[src/rtl/vdp_port_pkg.sv]
// Shared types and constants for the VDP CPU-port master: op codes, port numbers,
// control-byte prefixes, per-byte bus states and the command-to-byte expander.
package vdp_port_pkg;

    localparam int unsigned VPM_BYTES_MAX = 4;
    localparam int unsigned VPM_CNT_W     = 8;
    localparam int unsigned VPM_REG_W     = 6;
    localparam int unsigned VPM_ADDR_W    = 17;

    localparam logic [1:0] VDP_PORT_DATA = 2'd0;
    localparam logic [1:0] VDP_PORT_CTRL = 2'd1;
    localparam logic [1:0] VDP_PORT_PAL  = 2'd2;
    localparam logic [1:0] VDP_PORT_IND  = 2'd3;

    localparam logic [7:0] VDP_CTRL_REG_WR  = 8'h80;
    localparam logic [7:0] VDP_CTRL_VRAM_WR = 8'h40;
    localparam logic [7:0] VDP_REG_ADDR_HI  = 8'h0E;

    typedef enum logic [2:0] {
        VPM_WR_DATA   = 3'd0,
        VPM_RD_DATA   = 3'd1,
        VPM_WR_REG    = 3'd2,
        VPM_SET_WADDR = 3'd3,
        VPM_SET_RADDR = 3'd4,
        VPM_RD_STATUS = 3'd5,
        VPM_WR_PAL    = 3'd6,
        VPM_WR_IND    = 3'd7
    } vpm_op_e;

    typedef enum logic [2:0] {
        BUS_IDLE,
        BUS_SETUP,
        BUS_STROBE,
        BUS_HOLD,
        BUS_GAP
    } vpm_bus_state_e;

    typedef struct packed {
        logic [1:0] port;
        logic [7:0] data;
        logic       rd;
    } vpm_byte_t;

    typedef struct packed {
        logic [2:0]                       cnt;
        vpm_byte_t [VPM_BYTES_MAX-1:0]    bytes;
    } vpm_list_t;

    function automatic vpm_byte_t vpm_mk(logic [1:0] port, logic [7:0] data, logic rd);
        vpm_byte_t b;
        b.port = port;
        b.data = data;
        b.rd   = rd;
        return b;
    endfunction

    // One command becomes 1-4 port bytes, issued from index 0 upward.
    function automatic vpm_list_t vpm_expand(vpm_op_e op, logic [VPM_REG_W-1:0] rg,
                                             logic [7:0] data, logic [VPM_ADDR_W-1:0] addr);
        vpm_list_t lst;
        lst     = '0;
        lst.cnt = 3'd1;
        case (op)
            VPM_WR_DATA:   lst.bytes[0] = vpm_mk(VDP_PORT_DATA, data, 1'b0);
            VPM_RD_DATA:   lst.bytes[0] = vpm_mk(VDP_PORT_DATA, 8'h00, 1'b1);
            VPM_WR_REG: begin
                lst.cnt      = 3'd2;
                lst.bytes[0] = vpm_mk(VDP_PORT_CTRL, data, 1'b0);
                lst.bytes[1] = vpm_mk(VDP_PORT_CTRL, VDP_CTRL_REG_WR | {2'b00, rg}, 1'b0);
            end
            VPM_SET_WADDR, VPM_SET_RADDR: begin
                lst.cnt      = 3'd4;
                lst.bytes[0] = vpm_mk(VDP_PORT_CTRL, {5'b00000, addr[16:14]}, 1'b0);
                lst.bytes[1] = vpm_mk(VDP_PORT_CTRL, VDP_CTRL_REG_WR | VDP_REG_ADDR_HI, 1'b0);
                lst.bytes[2] = vpm_mk(VDP_PORT_CTRL, addr[7:0], 1'b0);
                lst.bytes[3] = vpm_mk(VDP_PORT_CTRL,
                                      ((op == VPM_SET_WADDR) ? VDP_CTRL_VRAM_WR : 8'h00)
                                      | {2'b00, addr[13:8]}, 1'b0);
            end
            VPM_RD_STATUS: lst.bytes[0] = vpm_mk(VDP_PORT_CTRL, 8'h00, 1'b1);
            VPM_WR_PAL:    lst.bytes[0] = vpm_mk(VDP_PORT_PAL, data, 1'b0);
            VPM_WR_IND:    lst.bytes[0] = vpm_mk(VDP_PORT_IND, data, 1'b0);
        endcase
        return lst;
    endfunction

endpackage

[src/rtl/vdp_port_master_if.sv]
// Command/response channel plus VDP CPU-port pins of the port master.
// master = the port master itself, slave = requester and VDP side.
interface vdp_port_master_if;
    import vdp_port_pkg::*;

    logic                  cmd_valid;
    logic                  cmd_ready;
    logic [2:0]            cmd_op;
    logic [VPM_REG_W-1:0]  cmd_reg;
    logic [7:0]            cmd_data;
    logic [VPM_ADDR_W-1:0] cmd_addr;
    logic                  rsp_valid;
    logic [7:0]            rsp_data;
    logic                  busy;
    logic                  csw_n;
    logic                  csr_n;
    logic [1:0]            mode;
    logic [7:0]            cd_o;
    logic                  cd_oe;
    logic [7:0]            cd_i;

    modport master (
        input  cmd_valid, cmd_op, cmd_reg, cmd_data, cmd_addr, cd_i,
        output cmd_ready, rsp_valid, rsp_data, busy, csw_n, csr_n, mode, cd_o, cd_oe
    );

    modport slave (
        output cmd_valid, cmd_op, cmd_reg, cmd_data, cmd_addr, cd_i,
        input  cmd_ready, rsp_valid, rsp_data, busy, csw_n, csr_n, mode, cd_o, cd_oe
    );

endinterface

[src/rtl/vdp_bus_cycle.sv]
// Single-byte SETUP/STROBE/HOLD/GAP engine for the VDP CPU port.
// Read strobes and the cd_i capture exist only when VDP_PORT_MASTER_RD_EN is defined.
module vdp_bus_cycle
    import vdp_port_pkg::*;
#(
    parameter int unsigned SETUP_CYC  = 2,
    parameter int unsigned STROBE_CYC = 6,
    parameter int unsigned HOLD_CYC   = 2,
    parameter int unsigned GAP_CYC    = 2
) (
    input  logic       clk_w,
    input  logic       reset_n_w,
    input  logic       start,
    input  vpm_byte_t  byte_in,
    output logic       done_c,
    output logic       csw_n,
    output logic       csr_n,
    output logic [1:0] mode,
    output logic [7:0] cd_o,
    output logic       cd_oe,
    input  logic [7:0] cd_i,
    output logic       rsp_valid,
    output logic [7:0] rsp_data
);

    vpm_bus_state_e       state;
    logic [VPM_CNT_W-1:0] cnt;
    logic                 rd_q;

    // A new byte may start in IDLE or in the final GAP cycle (back-to-back bytes).
    assign done_c = (state == BUS_IDLE) || ((state == BUS_GAP) && (cnt == '0));

    always_ff @(posedge clk_w or negedge reset_n_w) begin
        if (!reset_n_w) begin
            state <= BUS_IDLE;
            cnt   <= '0;
            rd_q  <= 1'b0;
            csw_n <= 1'b1;
            mode  <= 2'd0;
            cd_o  <= 8'h00;
            cd_oe <= 1'b0;
        end else begin
            case (state)
                BUS_SETUP: begin
                    if (cnt == '0) begin
                        state <= BUS_STROBE;
                        cnt   <= VPM_CNT_W'(STROBE_CYC - 1);
                        csw_n <= rd_q;
                    end else begin
                        cnt <= cnt - VPM_CNT_W'(1);
                    end
                end
                BUS_STROBE: begin
                    if (cnt == '0) begin
                        state <= BUS_HOLD;
                        cnt   <= VPM_CNT_W'(HOLD_CYC - 1);
                        csw_n <= 1'b1;
                    end else begin
                        cnt <= cnt - VPM_CNT_W'(1);
                    end
                end
                BUS_HOLD: begin
                    if (cnt == '0) begin
                        state <= BUS_GAP;
                        cnt   <= VPM_CNT_W'(GAP_CYC - 1);
                        cd_oe <= 1'b0;
                    end else begin
                        cnt <= cnt - VPM_CNT_W'(1);
                    end
                end
                BUS_GAP: begin
                    if (cnt == '0) begin
                        state <= BUS_IDLE;
                    end else begin
                        cnt <= cnt - VPM_CNT_W'(1);
                    end
                end
                default: ;
            endcase

            if (start && done_c) begin
                state <= BUS_SETUP;
                cnt   <= VPM_CNT_W'(SETUP_CYC - 1);
                rd_q  <= byte_in.rd;
                mode  <= byte_in.port;
                if (!byte_in.rd) begin
                    cd_o  <= byte_in.data;
                    cd_oe <= 1'b1;
                end
            end
        end
    end

`ifdef VDP_PORT_MASTER_RD_EN
    // Read strobe mirrors the write strobe; cd_i is taken in the last STROBE cycle.
    always_ff @(posedge clk_w or negedge reset_n_w) begin
        if (!reset_n_w) begin
            csr_n     <= 1'b1;
            rsp_valid <= 1'b0;
            rsp_data  <= 8'h00;
        end else begin
            rsp_valid <= 1'b0;
            if ((state == BUS_SETUP) && (cnt == '0) && rd_q) begin
                csr_n <= 1'b0;
            end
            if ((state == BUS_STROBE) && (cnt == '0)) begin
                csr_n <= 1'b1;
                if (rd_q) begin
                    rsp_valid <= 1'b1;
                    rsp_data  <= cd_i;
                end
            end
        end
    end
`else
    logic [7:0] unused_cd_i;
    assign unused_cd_i = cd_i;
    assign csr_n       = 1'b1;
    assign rsp_valid   = 1'b0;
    assign rsp_data    = 8'h00;
`endif

endmodule

[src/rtl/vdp_port_master.sv]
// Host-side VDP CPU-port initiator: expands one command into 1-4 timed port bytes.
// Reads are enabled by defining VDP_PORT_MASTER_RD_EN; otherwise read ops are dummy slots.
module vdp_port_master
    import vdp_port_pkg::*;
#(
    parameter int unsigned SETUP_CYC  = 2,
    parameter int unsigned STROBE_CYC = 6,
    parameter int unsigned HOLD_CYC   = 2,
    parameter int unsigned GAP_CYC    = 2
) (
    input logic             clk_w,
    input logic             reset_n_w,
    vdp_port_master_if.master bus
);

    vpm_list_t list_c;
    vpm_list_t list_q;
    logic [2:0] idx_q;
    logic       rdy_q;
    logic       busy_q;
    logic       accept_c;
    logic       more_c;
    logic       done_c;
    logic       start_c;
    vpm_byte_t  byte_c;

    assign accept_c = bus.cmd_valid & rdy_q;
    assign list_c   = vpm_expand(vpm_op_e'(bus.cmd_op), bus.cmd_reg, bus.cmd_data, bus.cmd_addr);
    assign more_c   = ~rdy_q & (idx_q < list_q.cnt);

    // First byte goes straight from the accepted command; later ones from the stored list.
    always_comb begin
        start_c = 1'b0;
        byte_c  = list_q.bytes[idx_q[1:0]];
        if (accept_c) begin
            start_c = 1'b1;
            byte_c  = list_c.bytes[0];
        end else if (more_c) begin
            start_c = 1'b1;
        end
    end

    always_ff @(posedge clk_w or negedge reset_n_w) begin
        if (!reset_n_w) begin
            rdy_q  <= 1'b1;
            busy_q <= 1'b0;
            idx_q  <= 3'd0;
            list_q <= '0;
        end else if (accept_c) begin
            rdy_q  <= 1'b0;
            busy_q <= 1'b1;
            list_q <= list_c;
            idx_q  <= 3'd1;
        end else if (!rdy_q && done_c) begin
            if (more_c) begin
                idx_q <= idx_q + 3'd1;
            end else begin
                rdy_q  <= 1'b1;
                busy_q <= 1'b0;
            end
        end
    end

    assign bus.cmd_ready = rdy_q;
    assign bus.busy      = busy_q;

    vdp_bus_cycle #(
        .SETUP_CYC  (SETUP_CYC),
        .STROBE_CYC (STROBE_CYC),
        .HOLD_CYC   (HOLD_CYC),
        .GAP_CYC    (GAP_CYC)
    ) u_cycle (
        .clk_w     (clk_w),
        .reset_n_w (reset_n_w),
        .start     (start_c),
        .byte_in   (byte_c),
        .done_c    (done_c),
        .csw_n     (bus.csw_n),
        .csr_n     (bus.csr_n),
        .mode      (bus.mode),
        .cd_o      (bus.cd_o),
        .cd_oe     (bus.cd_oe),
        .cd_i      (bus.cd_i),
        .rsp_valid (bus.rsp_valid),
        .rsp_data  (bus.rsp_data)
    );

endmodule
[src/flat_wrapper.sv]
// flat-port wrapper written by rule: the top's interface ports become plain ports
module vdp_port_master_flat import vdp_port_pkg::*;
#(
    parameter int unsigned SETUP_CYC  = 2,
    parameter int unsigned STROBE_CYC = 6,
    parameter int unsigned HOLD_CYC   = 2,
    parameter int unsigned GAP_CYC    = 2
)
  (clk_w, reset_n_w, bus_cmd_valid, bus_cmd_op, bus_cmd_reg, bus_cmd_data, bus_cmd_addr, bus_cd_i, bus_cmd_ready, bus_rsp_valid, bus_rsp_data, bus_busy, bus_csw_n, bus_csr_n, bus_mode, bus_cd_o, bus_cd_oe);
  vdp_port_master_if bus_i ();
  input logic clk_w;
  input logic reset_n_w;
  input wire logic [$bits(bus_i.cmd_valid)-1:0] bus_cmd_valid;
  input wire logic [$bits(bus_i.cmd_op)-1:0] bus_cmd_op;
  input wire logic [$bits(bus_i.cmd_reg)-1:0] bus_cmd_reg;
  input wire logic [$bits(bus_i.cmd_data)-1:0] bus_cmd_data;
  input wire logic [$bits(bus_i.cmd_addr)-1:0] bus_cmd_addr;
  input wire logic [$bits(bus_i.cd_i)-1:0] bus_cd_i;
  output wire logic [$bits(bus_i.cmd_ready)-1:0] bus_cmd_ready;
  output wire logic [$bits(bus_i.rsp_valid)-1:0] bus_rsp_valid;
  output wire logic [$bits(bus_i.rsp_data)-1:0] bus_rsp_data;
  output wire logic [$bits(bus_i.busy)-1:0] bus_busy;
  output wire logic [$bits(bus_i.csw_n)-1:0] bus_csw_n;
  output wire logic [$bits(bus_i.csr_n)-1:0] bus_csr_n;
  output wire logic [$bits(bus_i.mode)-1:0] bus_mode;
  output wire logic [$bits(bus_i.cd_o)-1:0] bus_cd_o;
  output wire logic [$bits(bus_i.cd_oe)-1:0] bus_cd_oe;
  assign bus_i.cmd_valid = bus_cmd_valid;
  assign bus_i.cmd_op = bus_cmd_op;
  assign bus_i.cmd_reg = bus_cmd_reg;
  assign bus_i.cmd_data = bus_cmd_data;
  assign bus_i.cmd_addr = bus_cmd_addr;
  assign bus_i.cd_i = bus_cd_i;
  assign bus_cmd_ready = bus_i.cmd_ready;
  assign bus_rsp_valid = bus_i.rsp_valid;
  assign bus_rsp_data = bus_i.rsp_data;
  assign bus_busy = bus_i.busy;
  assign bus_csw_n = bus_i.csw_n;
  assign bus_csr_n = bus_i.csr_n;
  assign bus_mode = bus_i.mode;
  assign bus_cd_o = bus_i.cd_o;
  assign bus_cd_oe = bus_i.cd_oe;
  vdp_port_master #(.SETUP_CYC(SETUP_CYC), .STROBE_CYC(STROBE_CYC), .HOLD_CYC(HOLD_CYC), .GAP_CYC(GAP_CYC)) u_core (.clk_w(clk_w), .reset_n_w(reset_n_w), .bus(bus_i));
endmodule
[config.mk]
export PLATFORM = sky130hd
export DESIGN_NAME = vdp_port_master_flat
export DESIGN_NICKNAME = d
export VERILOG_FILES = /design/src/rtl/vdp_port_pkg.sv /design/src/rtl/vdp_port_master_if.sv /design/src/rtl/vdp_bus_cycle.sv /design/src/rtl/vdp_port_master.sv /design/src/flat_wrapper.sv
export SDC_FILE = /design/constraint.sdc
export NUM_CORES = 1
export LEC_CHECK = 0
export CORE_MARGIN = 2
export CORE_UTILIZATION = 45
export CTS_CLUSTER_SIZE = 25
export DETAILED_ROUTE_END_ITERATION = 10
export GPL_ROUTABILITY_DRIVEN = 1
export PLACE_DENSITY = 0.82
export SYNTH_ARGS = -nofsm -noshare
export SYNTH_HDL_FRONTEND = slang
export SYNTH_HIERARCHICAL = 1
export SYNTH_SLANG_ARGS = --single-unit
[constraint.sdc]
create_clock -name clk_w -period 5.1 [get_ports clk_w]
set_input_delay 1.53 -clock clk_w [delete_from_list [all_inputs] [get_ports clk_w]]
set_output_delay 1.53 -clock clk_w [all_outputs]
set_load 0.005 [all_outputs]
# Word-level counts from Yosys, hierarchy flattened
# Cells that the tools add are included.
word_totals:
  elab_cells: 109
  output_inout_bits: 24
  reg_bits: 76
classes:
  add_sub_neg: 2
  reduce_logical: 21
  muxes: 37
  bitwise: 5
  n_eq_ne: 19
  n_lt_le_gt_ge: 2
op_table:
  columns: ["operator", "count"]
  rows:
  - ["one-hot mux 11 bit (7 select lines)", 1]
  - ["two-way mux 8 bit", 4]
  - ["two-way mux 3 bit", 8]
  - ["one-hot mux 8 bit (3 select lines)", 1]
  - ["binary-select mux 11 bit (select 2 bit)", 1]
  - ["two-way mux 11 bit", 2]
  - ["two-way mux 21 bit", 1]
  - ["one-hot mux 10 bit (2 select lines)", 1]
  - ["== test 3 bit (second input constant)", 5]
  - ["two-way mux 1 bit", 14]
  - ["== test 3 x 2 -> 1 bit (second input constant)", 4]
  - ["one-hot mux 3 bit (4 select lines)", 1]
  - ["inequality test 3 bit (second input constant)", 3]
  - ["logical NOT 8 bit", 1]
  - ["OR 8 x 6 -> 8 bit", 1]
  - ["AND reduction 2 bit", 4]
  - ["subtractor 8 x 1 -> 8 bit (second input constant)", 1]
  - ["two-way mux 7 bit", 1]
  - ["== test 3 x 1 -> 1 bit (second input constant)", 2]
  - ["logical NOT 3 bit", 2]
  - ["one-hot mux 3 bit (2 select lines)", 1]
  - ["nonzero test 2 bit", 3]
  - ["AND reduction 5 bit", 1]
  - ["nonzero test 5 bit", 1]
  - ["16 further kinds", 22]

# Depth between registers and ports, before layout
logic_depth:
  depth_word: 7
  ltp_mapped: 9

# By module
# The synthesis kept the hierarchy.
by_module_without_submodules:
  columns: ["module", "cells_per_inst", "area_each_um2", "seq_area_each_um2", "instances"]
  rows:
  - ["vdp_port_master", 188, 2095.8, 1052.3, 1]
  - ["vdp_bus_cycle", 136, 1448.9, 601.8, 1]

# Least setup slack after synthesis
# No wires, ideal clock.
synth_timing:
  path_type: "input port to flip-flop"
  startpoint: "input bus_cmd_valid"
  endpoint: "register u_core.u_cycle.cd_o[0]"
  slack_ns: 2.051
  required_time_ns: 4.975
  setup_ns: 0.125
  cell_stages: 6
  arrival_time_ns: 2.924
  path_buffers: 2
  cell_sequence: "nand2_2 > clkbuf_1 > a31o_2 > or3_1 > buf_6 > mux2_4"
synth_lines:
  columns: ["element", "line", "source"]
  rows:
  - ["start: declaration", "flat_wrapper.sv:13", "input wire logic [$bits(bus_i.cmd_valid)-1:0] bus_cmd_valid;"]
  - ["end signal: assignment", "vdp_bus_cycle.sv:87", "cd_o <= byte_in.data;"]
  - ["end: declaration", "vdp_bus_cycle.sv:19", "output logic [7:0] cd_o,"]

==> insert_results.sql <==
INSERT INTO impl_metrics (metric_group, metric, value, unit) VALUES
('run_status', 'status', 'complete, no violations', ''),
('yosys', 'synth.avg_cell_area', '10.9', 'um^2'),
('pwr', 'pwr-share-comb', '0.100', ''),
('grt', 'grt_util_all_layers', '0.188', ''),
('sta', 'slew_viols_final', '0', ''),
('floorplan', 'rows', '32', ''),
('placed_design', 'buffer_ports.inserted', '50', ''),
('yosys', 'synth_enable_flop_cells', '0', ''),
('sta', 'worstMarginPinSlew', '792', 'ps'),
('sta', 'setup_total_negative_slack', '0', 'ps'),
('cts', 'clk-insertion-delay-late', '340', 'ps'),
('yosys', 'share_of_synthesized_area_occupied_by_flip_flops_and_latches', '0.467', ''),
('final_layout', 'post_route_cells_drive_above_1_share', '0.148', ''),
('setup_path', 'worst_r2r_endpoint', 'u_core/u_cycle/cd_o[1]', ''),
('sta', 'setup_viol', '0', ''),
('setup_path', 'worst-endpoint-arrival', '3770', 'ps'),
('pwr', 'p_sw', '0.282', 'mW'),
('cts', 'cts.root.buffer_cell', 'sky130_fd_sc_hd__clkbuf_8', ''),
('yosys', 'synth_area_leaders', 'sky130_fd_sc_hd__dfrtp_1, sky130_fd_sc_hd__a22o_1, sky130_fd_sc_hd__mux2_4', ''),
('setup_path', 'ff2ff_setup_slack', '2170', 'ps'),
('sta', 'finalWorstPathRequiredPeriod', '3540', 'ps'),
('setup_path', 'timing.critical_path.slowest_cell_delay', '650', 'ps'),
('yosys', 'synthesis.yosys.warnings', '6', ''),
('setup_path', 'worst_r2r_startpoint', 'u_core/idx_q[1]', ''),
('setup_path', 'timing.critical_path.from_type', 'input port', ''),
('final_layout', 'design_area', '0.00423', 'mm^2'),
('floorplan', 'die_y', '92.8', 'um'),
('cts', 'cts.repair.resized', '0', ''),
('detailed_routing', 'drt_first_pass_iters', '5', ''),
('detailed_routing', 'detailedRoute.firstIterationViolations', '255', ''),
('grt', 'globalRoute.busiestLayer', 'met2', ''),
('yosys', 'post-synth-top-area-cell', 'sky130_fd_sc_hd__dfrtp_1', ''),
('hold_path', 'worst_hold_path_type', 'reg -> reg', ''),
('setup_path', 'r2r.worst_path.cells', '7', ''),
('placed_design', 'place_hpwl', '5280', 'um'),
('yosys', 'synthArstFlopShare', '1.00', ''),
('sta', 'final-hold-violation-count', '0', ''),
('grt', 'groute.layer.met2.usage', '0.302', ''),
('detailed_routing', 'detail-route-antenna-nets', '0', ''),
('detailed_routing', 'routed_via_density', '5.71', ''),
('setup_path', 'crit_path_cell_trace', 'clkdlybuf4s50_1 -> nand2_2 -> nor3b_1 -> a31o_2 -> or3_1 -> mux2_4', ''),
('cts', 'numCtsBuffers', '9', ''),
('setup_path', 'cpMaxStageDelayCell', 'sky130_fd_sc_hd__or3_1', ''),
('hold_path', 'min_delay_worst_endpoint', 'u_core/list_q[16]', ''),
('cts', 'cts_hold_buf', '0', ''),
('detailed_routing', 'drt_drc_violations_left', '0', ''),
('pwr', 'switching_share_of_power', '0.251', ''),
('yosys', 'synth_cell_type_count', '64', ''),
('final_layout', 'commonest_non_fill_non_tap_cells_in_the_layout', 'sky130_fd_sc_hd__dfrtp_1, sky130_fd_sc_hd__clkdlybuf4s50_1, sky130_fd_sc_hd__nand2_1', ''),
('yosys', 'prevailing_post_synth_register_cell', 'sky130_fd_sc_hd__dfrtp_1', ''),
('final_layout', 'multi_input_area', '0.00168', 'mm^2'),
('final_layout', 'synthToLayoutAreaGrowth', '19.3', '%'),
('final_layout', 'antenna-diode-count', '0', ''),
('pwr', 'cellLeakagePower', '1.92', 'nW'),
('placed_design', 'dp_cells', '457', ''),
('cts', 'bufs_on_longest_clock_path', '2', ''),
('floorplan', 'floorplan.initialDensity', '0.461', ''),
('final_layout', 'num-fill-cells', '675', ''),
('final_layout', 'final_common_cell', 'sky130_fd_sc_hd__dfrtp_1', ''),
('sta', 'fmax', '0.282', 'GHz'),
('grt', 'global_route_track_usage_on_met3', '0.0293', ''),
('pwr', 'irDropWorstVdd', '0.140', 'mV'),
('grt', 'grt_use_met1', '0.248', ''),
('grt', 'grt_max_degree', '37', ''),
('cts', 'clock_sinks', '66', ''),
('cts', 'clock_tree_from_tritoncts', 'yes', ''),
('grt', 'initial_antenna_violation_count', '0', ''),
('sta', 'timing.hold.ws', '470', 'ps'),
('grt', 'grt_first_pass_wirelength', '12600', 'um'),
('floorplan', 'design.die.area', '0.00860', 'mm^2'),
('detailed_routing', 'vias', '2699', '');
-- synthesized netlist by cell type, types with 2 or more instances --
library cell / number
sky130_fd_sc_hd__nor3_2: 3
sky130_fd_sc_hd__nor2b_1: 4
sky130_fd_sc_hd__a211oi_1: 2
sky130_fd_sc_hd__a21oi_1: 7
sky130_fd_sc_hd__nor3b_1: 2
sky130_fd_sc_hd__nor3_1: 2
sky130_fd_sc_hd__a21oi_2: 2
sky130_fd_sc_hd__a22o_1: 25
sky130_fd_sc_hd__buf_1: 2
sky130_fd_sc_hd__buf_6: 4
sky130_fd_sc_hd__conb_1: 2
sky130_fd_sc_hd__dfrtp_1: 64
sky130_fd_sc_hd__mux2_4: 11
sky130_fd_sc_hd__dfstp_2: 2
sky130_fd_sc_hd__nand3_1: 10
sky130_fd_sc_hd__a221o_1: 6
sky130_fd_sc_hd__and2_1: 5
sky130_fd_sc_hd__o21ai_0: 18
sky130_fd_sc_hd__a21o_1: 6
sky130_fd_sc_hd__buf_2: 4
sky130_fd_sc_hd__or3_1: 5
sky130_fd_sc_hd__nand2b_1: 3
sky130_fd_sc_hd__buf_4: 12
sky130_fd_sc_hd__nand2_1: 29
sky130_fd_sc_hd__mux4_1: 2
sky130_fd_sc_hd__nor2_1: 18
sky130_fd_sc_hd__o31ai_1: 5
sky130_fd_sc_hd__o22ai_1: 5
sky130_fd_sc_hd__ha_1: 5
sky130_fd_sc_hd__inv_1: 12
sky130_fd_sc_hd__mux2i_1: 3
sky130_fd_sc_hd__clkbuf_1: 8
sky130_fd_sc_hd__o311ai_0: 2
sky130_fd_sc_hd__mux4_2: 4
-- critical path, delay by kind of cell --
kind                   cells  cell delay (ps)
and+or+nand+nor            3             1130
AOI/OAI and AO/OA          1              260
muxes                      1              400
buffers and inverters      1              450
-- registers in the layout, indices dropped and copies added, names as in the netlist --
signal and flops:
u_core/list_q 37, u_core/u_cycle/cnt 8, u_core/u_cycle/state 3, u_core/bus.busy 1, u_core/idx_q 3, u_core/u_cycle/csw_n 1
u_core/u_cycle/rd_q 1, u_core/u_cycle/cd_o 8, u_core/bus.cmd_ready 1, u_core/u_cycle/cd_oe 1, u_core/u_cycle/mode 2
-- worst max path at each step --
| stage | depth (start not counted) | slack, ps | endpoint | from |
|---|---|---|---|---|
| 3_5_place_dp | 6 | 1210 | u_core/u_cycle/cd_o[1] | bus_cmd_valid |
| 6_report | 6 | 1560 | u_core/u_cycle/cd_o[1] | bus_cmd_valid |
| 5_1_grt | 6 | 1420 | u_core/u_cycle/cd_o[3] | bus_cmd_valid |
| 4_1_cts | 6 | 1570 | u_core/u_cycle/cd_o[1] | bus_cmd_valid |
| 2_1_floorplan | 6 | 2050 | u_core/u_cycle/cd_o[0] | bus_cmd_valid |
| 3_3_place_gp | 6 | 1250 | u_core/u_cycle/cd_o[3] | bus_cmd_valid |
-- kinds of logic after synthesis --
logic type,count (synthesis),synth area share
muxes,20,0.0953
xor gates and xnor gates,2,0.00494
AOI/OAI and AO/OA,94,0.201
DFF,66,0.467
other,2,0.00212
adders and majority gates,5,0.0176
and+or+nand+nor,93,0.145
buffers and inverters,42,0.0671
-- power by group through the flow --
stage | registers [mW] | logic [mW] | clock network [mW]
after floorplan | 0.568 | 0.0677 | 0
final | 0.567 | 0.112 | 0.444
after global routing | 0.570 | 0.123 | 0.473
after CTS | 0.567 | 0.112 | 0.454
after global placement | 0.575 | 0.108 | 0
after detailed placement | 0.576 | 0.111 | 0
-- final cells by class --
class / count / area share
clock buffers: 9 / 0.0293
well taps: 102 / 0.0302
clock inverters: 7 / 0.0183
repair buffers: 53 / 0.122
multi-input cells: 224 / 0.398
inverters: 12 / 0.0107
flip-flops and latches: 66 / 0.391
-- per-layer routing --
layer / part of all wire / up-vias
met2: 0.49 / 104
met1: 0.43 / 1319
met3: 0.047 / 23
met4: 0.028 / 0
met5: 0 / -
li1: - / 1253
No activity file was read; power rests on OpenSTA's default activity.
==> edit 1: new RTL, same flow settings <==
Build with the macro `VDP_PORT_MASTER_RD_EN` defined.
--- a/src/rtl/vdp_bus_cycle.sv
+++ b/src/rtl/vdp_bus_cycle.sv
@@ -2,2 +2,4 @@
 // Read strobes and the cd_i capture exist only when VDP_PORT_MASTER_RD_EN is defined.
+`define VDP_PORT_MASTER_RD_EN
+
 module vdp_bus_cycle
Function: changed (a bounded check fails within 4 cycles, from zero or initial values and one cycle with reset_n_w low).
==> edit 1 against the original RTL <==
Design area rose by 11%. Hold slack got worse by 0.0034 ns. Register-to-register slack got worse by 0.02 ns. Routed wire length rose by 3.5%. Sequential cell count rose by 10. Clock skew rose by 0.0011 ns. Sequential share of layout area rose by 1.5 points. Synthesized area rose by 6.0%. Critical path depth rose by 1. Worst setup slack got worse by 0.020 ns. First-iteration DRC count fell by 41%. Critical path type unchanged. Critical endpoint is now u_core/u_cycle/cd_o[7]. Largest cell class is now registers. Highest routed layer unchanged.
Power is not compared: it rests on default switching activity, and its combinational part moved more than twofold at a synthesized area within 25%.
==> edit 1: results (changes against the original RTL) <==
| Metric | Value |
|---|---|
| Area contributors post-synth | dfrtp_1 (49%), a22o_1 (5.6%), mux2_2 (3.3%) |
| Drt pass-1 iters | 4 (-1) |
| Grt met1 use | 27.2% (+2.5 points) |
| Worst relative slew slack | 37.8% (-9.4 points) |
| Share of layout cells above drive strength 1 | 14.9% (+0.11 points) |
| Met2 WL | 4.08 mm (+5.9%) |
| List of most frequent post-synthesis cells | dfrtp_1 (73), nand2_1 (30), a22o_1 (24), nor2_1 (19) |
| First-pass GRT wire length | 13.5 mm (+6.9%) |
| Hold path endpoint | u_core/list_q[16] |
| Reg2reg path depth | 8 (+1) |
| Data arrival, critical path | 3.79 ns (+0.02 ns) |
| Slowest CP cell | and3b_1 |
| R2r endpoint | u_core/u_cycle/cd_o[7] |
| Post-synth cell types | 57 (-11%) |
| Register area share after synthesis | 50.7% (+4.1 points) |
| Outcome | finished clean |
| Final GP Congestion | 0.905 (+6.6%) |
| Critical path's largest stage delay | 0.59 ns (-0.06 ns) |
| Post-Route WL | 8.08 mm (+3.5%) |
| Met2 Track Usage GR | 29.1% (-1.1 points) |
| Met3 wire length | 328 um (-10%) |
| Post-DP HPWL | 5.60 mm (+6.2%) |
| Worst-path fanout max | 27 (+23%) |
| IO Port Bufs | 68 (+36%) |
| Placement Cell Area | 4460 sq um (+11%) |
| GR Layer Usage met3 | 2.69% (-0.24 points) |
| Initial antenna violation count | 0 (unchanged) |
| Met1 wire length | 3.53 mm (+4.8%) |
| DRT iter0 DRCs | 151 (-41%) |
| Vias in the first global route | 2781 (+6.8%) |
| Worst hold margin | 0.467 ns (-0.00338 ns) |
| Post-cts sizing count | 0 (unchanged) |
| Routed via count | 2871 (+6.4%) |
[edit 1: metrics by stage]
stage | setup slack (ns) | util, % | cells
2_1_floorplan | 2.16 | - | 330
3_3_place_gp | 1.29 | 54.8 | 484
3_5_place_dp | 1.19 | 54.8 | 484
4_1_cts | 1.55 | 57.7 | 500
5_1_grt | 1.40 | 57.7 | 500
6_report | 1.54 | 57.7 | 500
[edit 1: cell type report]
class                   count  share of cell area, %
flip-flops and latches     76                   40.6
multi-input cells         223                   36.0
inverters                  11                  0.879
well taps                 105                   2.80
repair buffers             69                   14.6
clock inverters             6                   2.40
clock buffers              10                   2.72
[edit 1: worst max-delay path by stage]
stage,start,end,slack (ns),cells after the start
global route,bus_cmd_valid,u_core/u_cycle/cd_o[1],1.40,7
floorplan,bus_cmd_valid,u_core/u_cycle/cd_o[0],2.16,8
detailed placement,bus_cmd_valid,u_core/u_cycle/cd_o[3],1.19,7
CTS,bus_cmd_valid,u_core/u_cycle/cd_o[5],1.55,7
global placement,bus_cmd_valid,u_core/u_cycle/cd_o[3],1.29,6
finish,bus_cmd_valid,u_core/u_cycle/cd_o[7],1.54,7
[edit 1: logic make-up (layout without fill, tap and decap cells)]
family / count (synthesis) / after routing / synth area share [%]
adders and majority gates: 5 / 5 / 1.67
DFF: 76 / 76 / 50.7
buffers and inverters: 31 / 96 / 4.23
xor gates and xnor gates: 2 / 2 / 0.466
AOI/OAI and AO/OA: 93 / 93 / 18.2
and+or+nand+nor: 94 / 94 / 13.4
muxes: 29 / 29 / 11.4
[edit 1: power by group]
part | switching [mW] | total, mW | internal, mW
registers | 0.199 | 0.998 | 0.799
logic | 0.255 | 0.667 | 0.413
clock network | 0.217 | 0.542 | 0.325
total | 0.671 | 2.21 | 1.54
==> edit 2: new RTL, same settings <==
Made on the original files. The 5 states of `vpm_bus_state_e` get a one-hot encoding in 5 bits.
--- a/src/rtl/vdp_port_pkg.sv
+++ b/src/rtl/vdp_port_pkg.sv
@@ -29,8 +29,8 @@
 
-    typedef enum logic [2:0] {
-        BUS_IDLE,
-        BUS_SETUP,
-        BUS_STROBE,
-        BUS_HOLD,
-        BUS_GAP
+    typedef enum logic [4:0] {
+        BUS_IDLE   = 5'b00001,
+        BUS_SETUP  = 5'b00010,
+        BUS_STROBE = 5'b00100,
+        BUS_HOLD   = 5'b01000,
+        BUS_GAP    = 5'b10000
     } vpm_bus_state_e;
Formal check against the unedited RTL: same outputs for any inputs over 10 cycles, from zero or initial values and one cycle with reset_n_w low; not proved beyond that.
==> edit 2 against the original RTL <==
Clock skew rose by 0.0030 ns. Sequential cell count up 2. Worst setup slack worse by 0.55 ns. Design area shrank 0.15%. Non-clock buffer count shrank 1. Synthesized area is 0.74% lower. Routed wire length decreased by 6.8%. Utilization up 0.21 points.
Power is not compared: it rests on default switching activity, and its combinational part moved more than twofold at a synthesized area within 25%.
==> edit 2: results (changes against the original RTL) <==
| Metric | Value |
|---|---|
| List of most frequent post-synthesis cells | dfrtp_1 (65), nand2_1 (28), a22o_1 (27), nor2_1 (21) |
| Fraction of the mapped netlist area in adder cells | 1.78% (+0.013 points) |
| Post-synth cell types | 62 (-3.1%) |
| Met3 wire length | 292 um (-20%) |
| Routed len/inst | 15.6 um (-5.4%) |
| Mux cell area share after synthesis | 9.67% (+0.14 points) |
| Share of layout cells above drive strength 1 | 16.5% (+1.7 points) |
| Hold Crit Start | u_core/list_q[16] |
| Compound-Gate Fraction of Synth Area | 18.5% (-1.7 points) |
| Worst relative slew slack | 25.7% (-21 points) |
| GR Layer Usage met3 | 2.93% (unchanged) |
| Register area share after synthesis | 48.5% (+1.8 points) |
| IO Port Bufs | 50 (unchanged) |
| Post-DP HPWL | 4.99 mm (-5.4%) |
| GRT Total Usage | 17.8% (-0.98 points) |
| Worst-path clk slew | 0.08 ns (about the same) |
| Root Buffer | clkbuf_8 |
| Vias per cell | 5.58 (-2.2%) |
| Slowest CP cell | a2111oi_2 |
| Grt met1 use | 24.5% (-0.28 points) |
| Worst-path fanout max | 30 (+36%) |
| Fin crit share | 80.3% (+11 points) |
| Pin count of the biggest net entering global routing | 50 (+35%) |
| Vias in the first global route | 2547 (-2.2%) |
| Outcome | finished clean |
| Setup Skew | 0.0110 ns (+0.00295 ns) |
| Critical path's largest stage delay | 1.00 ns (+0.35 ns) |
| Data arrival, critical path | 4.33 ns (+0.56 ns) |
| Hold path endpoint | u_core/list_q[16] |
| Placement Cell Area | 4020 sq um (-0.16%) |
| Nets | 409 (-1.7%) |
| Area contributors post-synth | dfrtp_1 (46%), a22o_1 (6.7%), mux2_2 (4.2%) |
| First-pass GRT wire length | 12.0 mm (-4.9%) |
| Met2 Track Usage GR | 26.8% (-3.3 points) |
| R2r endpoint | u_core/u_cycle/cnt[7] |
| Crit Path Class | primary input to flip-flop |
| Reg-to-reg slack, setup | 1.85 ns (-0.32 ns) |
| Post-cts sizing count | 0 (unchanged) |
| Met2 WL | 3.41 mm (-11%) |
| H-tree depth | 3 (unchanged) |
| Drt pass-1 iters | 4 (-1) |
| Placement Setup Slack | 0.636 ns (-0.578 ns) |
| Largest regs | u_core/list_q (37), u_core/u_cycle/cd_o (8), u_core/u_cycle/cnt (8) |
| Final GP Congestion | 0.858 (+1.0%) |
| Post-Synth XOR/XNOR Area | 0.249% (-0.25 points) |
| Met1 wire length | 3.34 mm (-0.74%) |
| DRT iter0 DRCs | 125 (-51%) |
| Initial antenna violation count | 0 (unchanged) |
-- edit 2: cell count changes in the layout (fill, tap and decap cells not counted), moves of 5 or more --
| cell | change |
|---|---|
| mux2_4 | -11 |
| a311o_1 | +5 |
| mux2_2 | +13 |
| o21ai_0 | -5 |
-- edit 2: kinds of logic (layout without fill, tap and decap cells) --
| group | Yosys count | after routing |
|---|---|---|
| AOI/OAI and AO/OA | 80 | 80 |
| xor gates and xnor gates | 1 | 1 |
| adders and majority gates | 5 | 5 |
| buffers and inverters | 35 | 77 |
| DFF | 68 | 68 |
| muxes | 24 | 24 |
| other | 2 | 10 |
| and+or+nand+nor | 99 | 99 |
-- edit 2: stage by stage --
stage / total power [mW] / std cells / util [%] / hold WS, ns
floorplan: 1.50 / 322 / - / 0.430
global placement: 1.70 / 450 / 52.6 / 0.444
detailed placement: 1.74 / 450 / 52.6 / 0.455
CTS: 2.19 / 466 / 55.2 / 0.473
global route: 2.33 / 466 / 55.2 / 0.506
finish: 2.17 / 466 / 55.2 / 0.477
-- edit 2: area by class of cell --
cell class	count	area [sq um]
fill	647	3420
sequential	68	1710
multi-input combinational	219	1640
timing repair buffer	52	510
clock buffer	10	138
tap	102	128
clock inverter	6	63.8
inverter	9	33.8
-- edit 2: worst max-delay path: cells and delay by family --
| family | cells | cell delay, ns |
|---|---|---|
| simple gates | 2 | 0.80 |
| compound gates | 3 | 1.55 |
| buf+inv | 1 | 0.45 |
-- edit 2: power breakdown --
| group | switching, mW | leakage, nW | internal (mW) |
|---|---|---|---|
| clock network | 0.205 | 0.0983 | 0.238 |
| logic | 0.368 | 0.928 | 0.448 |
| registers | 0.174 | 0.871 | 0.737 |
